## config.mk

```make
export PLATFORM = sky130hd
export DESIGN_NAME = gamepad_reader
export DESIGN_NICKNAME = d
export VERILOG_FILES = /design/src/rtl/gamepad_reader.sv
export SDC_FILE = /design/constraint.sdc
export NUM_CORES = 1
export LEC_CHECK = 0
export BUFFER_PORTS_ARGS = -buffer_cell sky130_fd_sc_hd__buf_2
export CORE_UTILIZATION = 40
export CTS_CLUSTER_DIAMETER = 120
export DETAILED_ROUTE_END_ITERATION = 12
export PLACE_DENSITY = 0.65
export SKIP_CTS_REPAIR_TIMING = 1
export SLEW_MARGIN = 20
export SYNTH_ARGS = -nofsm -noshare
export SYNTH_HDL_FRONTEND = slang
export SYNTH_SLANG_ARGS = --single-unit
```

## constraint.sdc

```tcl
create_clock -name raw_clk -period 2.5 [get_ports raw_clk]
set_clock_uncertainty 0.2 [all_clocks]
set_input_delay 0.5 -clock raw_clk [delete_from_list [all_inputs] [get_ports raw_clk]]
set_output_delay 0.5 -clock raw_clk [all_outputs]
set_load 0.01 [all_outputs]
```

## src/rtl/gamepad_reader.sv

```systemverilog
// NES/SNES serial controller reader: latches the pad, shifts BUTTONS bits out with
// a slow pad_clk, and publishes the result with valid/changed pulses and a sticky OR.
module gamepad_reader #(
  parameter int BUTTONS     = 8,
  parameter int HALF_PERIOD = 162,
  parameter int POLL_CYCLES = 450000
) (
  input  logic               raw_clk,
  input  logic               reset,
  input  logic               start,
  input  logic               auto_poll,
  input  logic               sticky_clear,
  output logic               pad_latch,
  output logic               pad_clk,
  input  logic               pad_data,
  output logic [BUTTONS-1:0] buttons,
  output logic [BUTTONS-1:0] sticky,
  output logic               valid,
  output logic               changed,
  output logic               busy
);

  localparam int PW = $clog2(2*HALF_PERIOD);
  localparam int IW = (BUTTONS > 1) ? $clog2(BUTTONS) : 1;
  localparam int TW = (POLL_CYCLES > 1) ? $clog2(POLL_CYCLES) : 1;

  localparam logic [PW-1:0] PH_H_LAST  = PW'(HALF_PERIOD-1);
  localparam logic [PW-1:0] PH_2H_LAST = PW'(2*HALF_PERIOD-1);
  localparam logic [IW-1:0] IDX_LAST   = IW'(BUTTONS-1);
  localparam logic [TW-1:0] POLL_LAST  = TW'(POLL_CYCLES-1);

  typedef enum logic [2:0] {IDLE, LATCH, READ, LOW, DONE} state_t;

  state_t             state_q, state_d;
  logic [PW-1:0]      ph_q, ph_d;
  logic [IW-1:0]      idx_q, idx_d;
  logic [BUTTONS-1:0] shift_q, shift_d;
  logic [BUTTONS-1:0] buttons_q, sticky_q;
  logic               latch_q, clk_q, valid_q, changed_q;
  logic               sync1_q, sync2_q;
  logic [TW-1:0]      poll_q;
  logic               tick;

  assign tick = auto_poll && (poll_q == POLL_LAST);

  always_comb begin
    state_d = state_q;
    ph_d    = ph_q + PW'(1);
    idx_d   = idx_q;
    shift_d = shift_q;
    case (state_q)
      IDLE: begin
        ph_d = '0;
        if (start || tick) begin
          idx_d   = '0;
          state_d = LATCH;
        end
      end
      LATCH: begin
        if (ph_q == PH_2H_LAST) begin
          ph_d    = '0;
          state_d = READ;
        end
      end
      READ: begin
        // Sample at the end of the high half so the synchronised bit has settled.
        if (ph_q == PH_H_LAST) begin
          ph_d           = '0;
          shift_d[idx_q] = ~sync2_q;
          state_d        = (idx_q == IDX_LAST) ? DONE : LOW;
        end
      end
      LOW: begin
        if (ph_q == PH_H_LAST) begin
          ph_d    = '0;
          idx_d   = idx_q + IW'(1);
          state_d = READ;
        end
      end
      DONE: begin
        ph_d    = '0;
        state_d = IDLE;
      end
      default: begin
        ph_d    = '0;
        state_d = IDLE;
      end
    endcase
  end

  always_ff @(posedge raw_clk) begin
    if (reset) begin
      state_q   <= IDLE;
      ph_q      <= '0;
      idx_q     <= '0;
      shift_q   <= '0;
      buttons_q <= '0;
      sticky_q  <= '0;
      latch_q   <= 1'b0;
      clk_q     <= 1'b1;
      valid_q   <= 1'b0;
      changed_q <= 1'b0;
      sync1_q   <= 1'b1;
      sync2_q   <= 1'b1;
      poll_q    <= '0;
    end else begin
      state_q   <= state_d;
      ph_q      <= ph_d;
      idx_q     <= idx_d;
      shift_q   <= shift_d;
      sync1_q   <= pad_data;
      sync2_q   <= sync1_q;
      poll_q    <= (poll_q == POLL_LAST) ? '0 : poll_q + TW'(1);
      latch_q   <= (state_d == LATCH);
      clk_q     <= (state_d != LOW);
      // buttons/valid/changed land together so the DONE cycle shows a coherent result.
      valid_q   <= (state_d == DONE);
      changed_q <= (state_d == DONE) && (shift_d != buttons_q);
      if (state_d == DONE)
        buttons_q <= shift_d;
      // A clear coinciding with DONE wipes old history but keeps this read.
      if (state_q == DONE)
        sticky_q <= (sticky_clear ? '0 : sticky_q) | shift_q;
      else if (sticky_clear)
        sticky_q <= '0;
    end
  end

  assign pad_latch = latch_q;
  assign pad_clk   = clk_q;
  assign buttons   = buttons_q;
  assign sticky    = sticky_q;
  assign valid     = valid_q;
  assign changed   = changed_q;
  assign busy      = (state_q != IDLE);

endmodule

```

Word-level counts from Yosys, hierarchy flattened
Cells that the tools add are included.
- $add $sub $neg: 3
- magnitude comparators: 2
- equal/unequal tests: 14
- multiplexer cells: 19
- bitwise logic cells: 2
- reduce and logical (&&, ||, !) cells: 10
- operators with widths (operator ; number):
    two-way mux 8 bit ; 4
    two-way mux 3 bit ; 7
    adder 19 x 1 -> 19 bit, second input constant ; 1
    equality test 19 bit, second input constant ; 1
    two-way mux 9 bit ; 2
    case mux 9 bit (2 select lines) ; 1
    case mux 3 bit (4 select lines) ; 1
    adder 9 x 1 -> 9 bit, second input constant ; 1
    equality test 3 bit, second input constant ; 3
    equality test 9 x 8 -> 1 bit, second input constant ; 1
    equality test 9 bit, second input constant ; 1
    bitwise mux 8 bit ; 1
    inequality test 8 bit ; 1
    OR 8 bit ; 1
    equality test 3 x 1 -> 1 bit, second input constant ; 2
    equality test 3 x 2 -> 1 bit, second input constant ; 2
    case mux 3 bit (2 select lines) ; 1
    < comparator 3 x 4 -> 1 bit, second input constant ; 1
    inequality test 2 bit, second input constant ; 2
    OR reduction 2 bit ; 2
    adder 3 x 1 -> 3 bit, second input constant ; 1
    demux 1 bit (select 3 bit) ; 1
    >= comparator 3 x 1 -> 1 bit, second input constant ; 1
    logical AND 1 bit ; 3
    8 further kinds ; 8
- register bits: 64
- output and inout bits: 21
- word-level logic and storage cells: 63

Logic depth before layout (Yosys ltp)
- word-level depth: 9
- mapped depth: 10

Worst setup path before layout
No wires, ideal clock.
- path type: reg2reg
- from: register ph_q[0]
- to: register buttons_q[6], in the netlist buttons[6]
- arrival: 1846 ps
- slack: 326 ps
- stages on the path, launching flop included: 10
- path buffers: 2
- clock period less this slack: 2174 ps
- cell sequence: dfxtp_1 > ha_1 > nor4bb_1 > buf_4 > and3_1 > buf_2 > nand4b_1 > mux2_1 > mux2i_1 > nor2_1
- word-level cells in the longest chain between the ends: 4
- RTL lines (what ; RTL line ; RTL):
    from (decl) ; 35 ; logic [PW-1:0] ph_q, ph_d;
    from (signal assigned) ; 108 ; ph_q <= ph_d;
    equality test 9 x 8 -> 1 bit or equality test 9 bit (tied branches) ; 67, 74, 60 ;
    two-way mux 3 bit, on equally long branches ; 74, 60, 67 ;
    case mux 3 bit (4 select lines) ; 51 ; case (state_q)
    equality test 3 bit ; 119 ; if (state_d == DONE)
    to (signal assigned) ; 120 ; buttons_q <= shift_d;
    to (decl) ; 38 ; logic [BUTTONS-1:0] buttons_q, sticky_q;
Parallel ways exist; a longest one is shown, timed or not.
A chain may end at the register's enable or synchronous reset.

Worst setup path in the final report
- from: register ph_q[1]
- to: register buttons_q[1], in the netlist buttons[1]
Same word-level chain as after synthesis.

==> impl.org <==
** Outcome
- The run finished with clean final reports.

** Cells and area
- Fin util :: 48.4%
- Non-filler cells in the finished layout :: 479
- The post-route netlist has 17.4% of its cells at a drive strength greater than 1.
- The area growth from synthesis to layout is 16.8%.
- Total of fill cells in the finished design :: 743
- Number of nets in the layout :: 386
- Ant diodes :: 0

** Flow run
- Max-cap violations in this run came to 0.

** Detailed routing
- Summed over all layers, the routed wires come to 6.35 mm.
- The pre-antenna-repair detailed-routing pass consisted of 4 iterations.
- After detailed routing, the number of vias per cell comes to 5.05.
- The routed layout has 2418 vias.
- The detailed router finished its first iteration with 193 violations.
- For this run, design rule violations remaining after detail routing come to 0.
- Routed wirelength normalized by instance count :: 13.2 microns
- Remaining number of nets flagged by the antenna check after routing :: 0

** Yosys
- Fraction of synthesized cell area taken by the top area cell type :: 42.4%
- In the synthesized netlist, the cells that appear most often are 64 x sky130_fd_sc_hd__dfxtp_1, 64 x sky130_fd_sc_hd__nor2_1, 19 x sky130_fd_sc_hd__nand2_1, 19 x sky130_fd_sc_hd__xor2_1, 17 x sky130_fd_sc_hd__a21oi_1.
- Total of flip-flops plus latches after synthesis :: 64
- EDFF count, synth :: 0
- The share of the Yosys chip area taken by registers is 42.4%.
- Number of unique standard cell types used by synthesis :: 54
- Biggest area consumer among synthesized cells :: sky130_fd_sc_hd__dfxtp_1
- Gate count after technology mapping :: 344
- Top cells by area in the synthesized netlist :: sky130_fd_sc_hd__dfxtp_1 42%, sky130_fd_sc_hd__nor2_1 8.0%, sky130_fd_sc_hd__xor2_1 5.5%
- Post-synthesis average cell area :: 8.78 sq um
- After synthesis, the share of flip-flops with an asynchronous set or reset is 0%.
- Summed instance area of the synthesized netlist :: 0.00302 sq mm
- Yosys printed 0 warnings.
- Counting every net in the synthesized netlist gives 355.
- Among all flip-flop cells after synthesis, the most frequent one is sky130_fd_sc_hd__dfxtp_1.

** Global routing
- Pin count of the biggest net entering global routing :: 22
- Global routing finished with a remaining overflow of 0.
- The number of global-route vias before repair came to 2209.
- Overall Global Routing Usage :: 17.4%
- Number of antenna violations at the first check in global routing :: 0
- Wire length of the first global-routing pass :: 10.4 mm

** Timing
- In the final timing run, aggregate negative setup slack is 0 ps.
- For the pin with the worst max-slew slack, the measured transition is 552 ps.
- Number of max-slew violations in the final report :: 0
- Max transition margin :: 63.1%
- Min cycle time layout :: 2300 ps
- Final setup viols :: 0
- Setup repair after global routing missed its margin :: no
- Portion of the clock cycle consumed by the worst path in the final layout :: 92.0%
- FMAX :: 0.435 GHz
- The number of failing hold endpoints at the final stage was 0.
- Hold is met by 155 ps.

** Setup path
- Critical-path top delay cell :: sky130_fd_sc_hd__mux2_1
- Cell Chain, Critical Path :: inv_1 -> ha_1 -> nor4bb_1 -> buf_4 -> nand2_4 -> nor3_2 -> mux2_1 -> mux2i_1 -> nor2_1
- By startpoint and endpoint, the worst setup path is classified as reg2reg.
- STA puts the critical path data required time at 2540 ps.
- The worst setup path is launched from a register.
- Crit path buf inv count :: 2
- The worst setup path is captured at a register.
- Critical Path AT :: 2340 ps
- Flop-to-flop setup slack :: 200 ps
- CP max stage delay :: 370 ps
- Along the worst path, the maximum fanout reaches 9.
- The cell family contributing the most delay on the critical path is simple AND/OR/NAND/NOR gates.

** Power
- The completed layout was analyzed and its total power is 2.21 mW.
- Total leakage power :: 1.41 nW
- Worst-case vdd ir drop :: 0.333 mV
- Pwr/cell area :: 628 mW/mm^2

** Clocking
- Clock latency on the worst-skew pair :: 350 ps
- Maximum clock path buffer count :: 2
- Clock root buffer master :: sky130_fd_sc_hd__clkbuf_8
- TritonCTS built the clock tree.
- Counting every sink on the clock net gives 64.
- In this run, CTS created clock tree buffers numbering 9.
- Clock edge transition at the registers on the reported setup and hold paths :: 80 ps
- The clock tree synthesis step divided the H-tree into 3 levels.

** Min path
- The tightest min-delay check is of the in2reg type.

** Die
- Standard-cell row count :: 31
- Once the floorplan was initialized, standard cells occupied 41.4% of the core.
- Total Die Area :: 0.00790 sq mm
- Measured along the y axis, the die boundary spans 88.9 microns.
- Ports :: 27
- The core region is 0.00729 sq mm.
- Measured along the x axis, the die boundary spans 88.9 microns.

** Placement
- Detailed Place HPWL :: 4.62 mm
- Placed cells :: 463
- Final Wtd Congestion :: 0.853
- Port buffering added 26 buffers.
-- area by class of cell --
type / count / area [sq um] / share of cell area, %
Clock inverter: 6 / 116 / 3.30
Clock buffer: 10 / 138 / 3.90
Timing Repair Buffer: 34 / 190 / 5.39
Inverter: 8 / 30.0 / 0.851
Sequential cell: 64 / 1280 / 36.3
Multi-Input combinational cell: 258 / 1650 / 46.7
Tap cell: 99 / 124 / 3.51
-- flip-flops by register name, indices dropped and copies added, names as in the netlist, 3 cells and up --
| register | flops |
|---|---|
| sticky | 8 |
| ph_q | 9 |
| idx_q | 3 |
| shift_q | 8 |
| state_q | 3 |
| buttons | 8 |
| poll_q | 19 |
-- cell usage in the layout, fill, tap and decap left out, drive strengths merged, types with 2 or more instances in the layout --
master,instances
a2bb2oi,2
o31ai,3
nor3,8
nand3,15
ha,5
nor2b,10
mux2,3
o21a,3
nor4b,3
clkinv,3
a21oi,17
nor2,64
a22oi,2
o21ai,5
nor3b,4
clkbuf,10
nand2,20
bufinv,3
inv,8
nand2b,3
xnor2,12
dfxtp,64
nand4,13
mux2i,10
xor2,19
or3,5
nand4b,2
and2,7
buf,34
or2,3
a211oi,2
and3,7
-- metrics by stage --
stage	worst slack [ps]	instance area, sq um
2_1_floorplan	326	3020
3_3_place_gp	253	3270
3_5_place_dp	223	3270
4_1_cts	210	3530
5_1_grt	52.6	3530
6_report	201	3530
-- cells by family (layout without fill, tap and decap cells) --
family | count (synthesis) | in the layout | synth area share [%]
AOI/OAI and AO/OA | 40 | 40 | 9.08
xor gates and xnor gates | 31 | 31 | 8.99
adders and majority gates | 5 | 5 | 2.07
buffers and inverters | 22 | 58 | 2.98
DFF | 64 | 64 | 42.4
muxes | 13 | 13 | 4.56
and+or+nand+nor | 169 | 169 | 29.9
-- metal layers --
metal	GRT usage [%]	wire length, microns	up-vias
met5	0	0	-
met4	6.30	84	0
met3	5.69	244	9
met2	27.1	2950	41
met1	22.4	3070	1123
li1	-	-	1245
-- power by group --
group / leakage (nW) / switching, mW / internal, mW
Clock: 0.127 / 0.419 / 0.694
Combinational: 0.770 / 0.0368 / 0.0244
Sequential: 0.517 / 0.0114 / 1.03
Total: 1.41 / 0.467 / 1.75
-- path summary, 6_finish.rpt --
kind | startpoint | end | cells after the start
hold reg to reg | sync1_q | sync2_q | 1
setup reg to reg | ph_q[1] | buttons[1] | 9
setup / recovery | ph_q[1] | buttons[1] | 9
hold / removal | pad_data | sync1_q | 2
No activity file was read; power rests on OpenSTA's default activity.
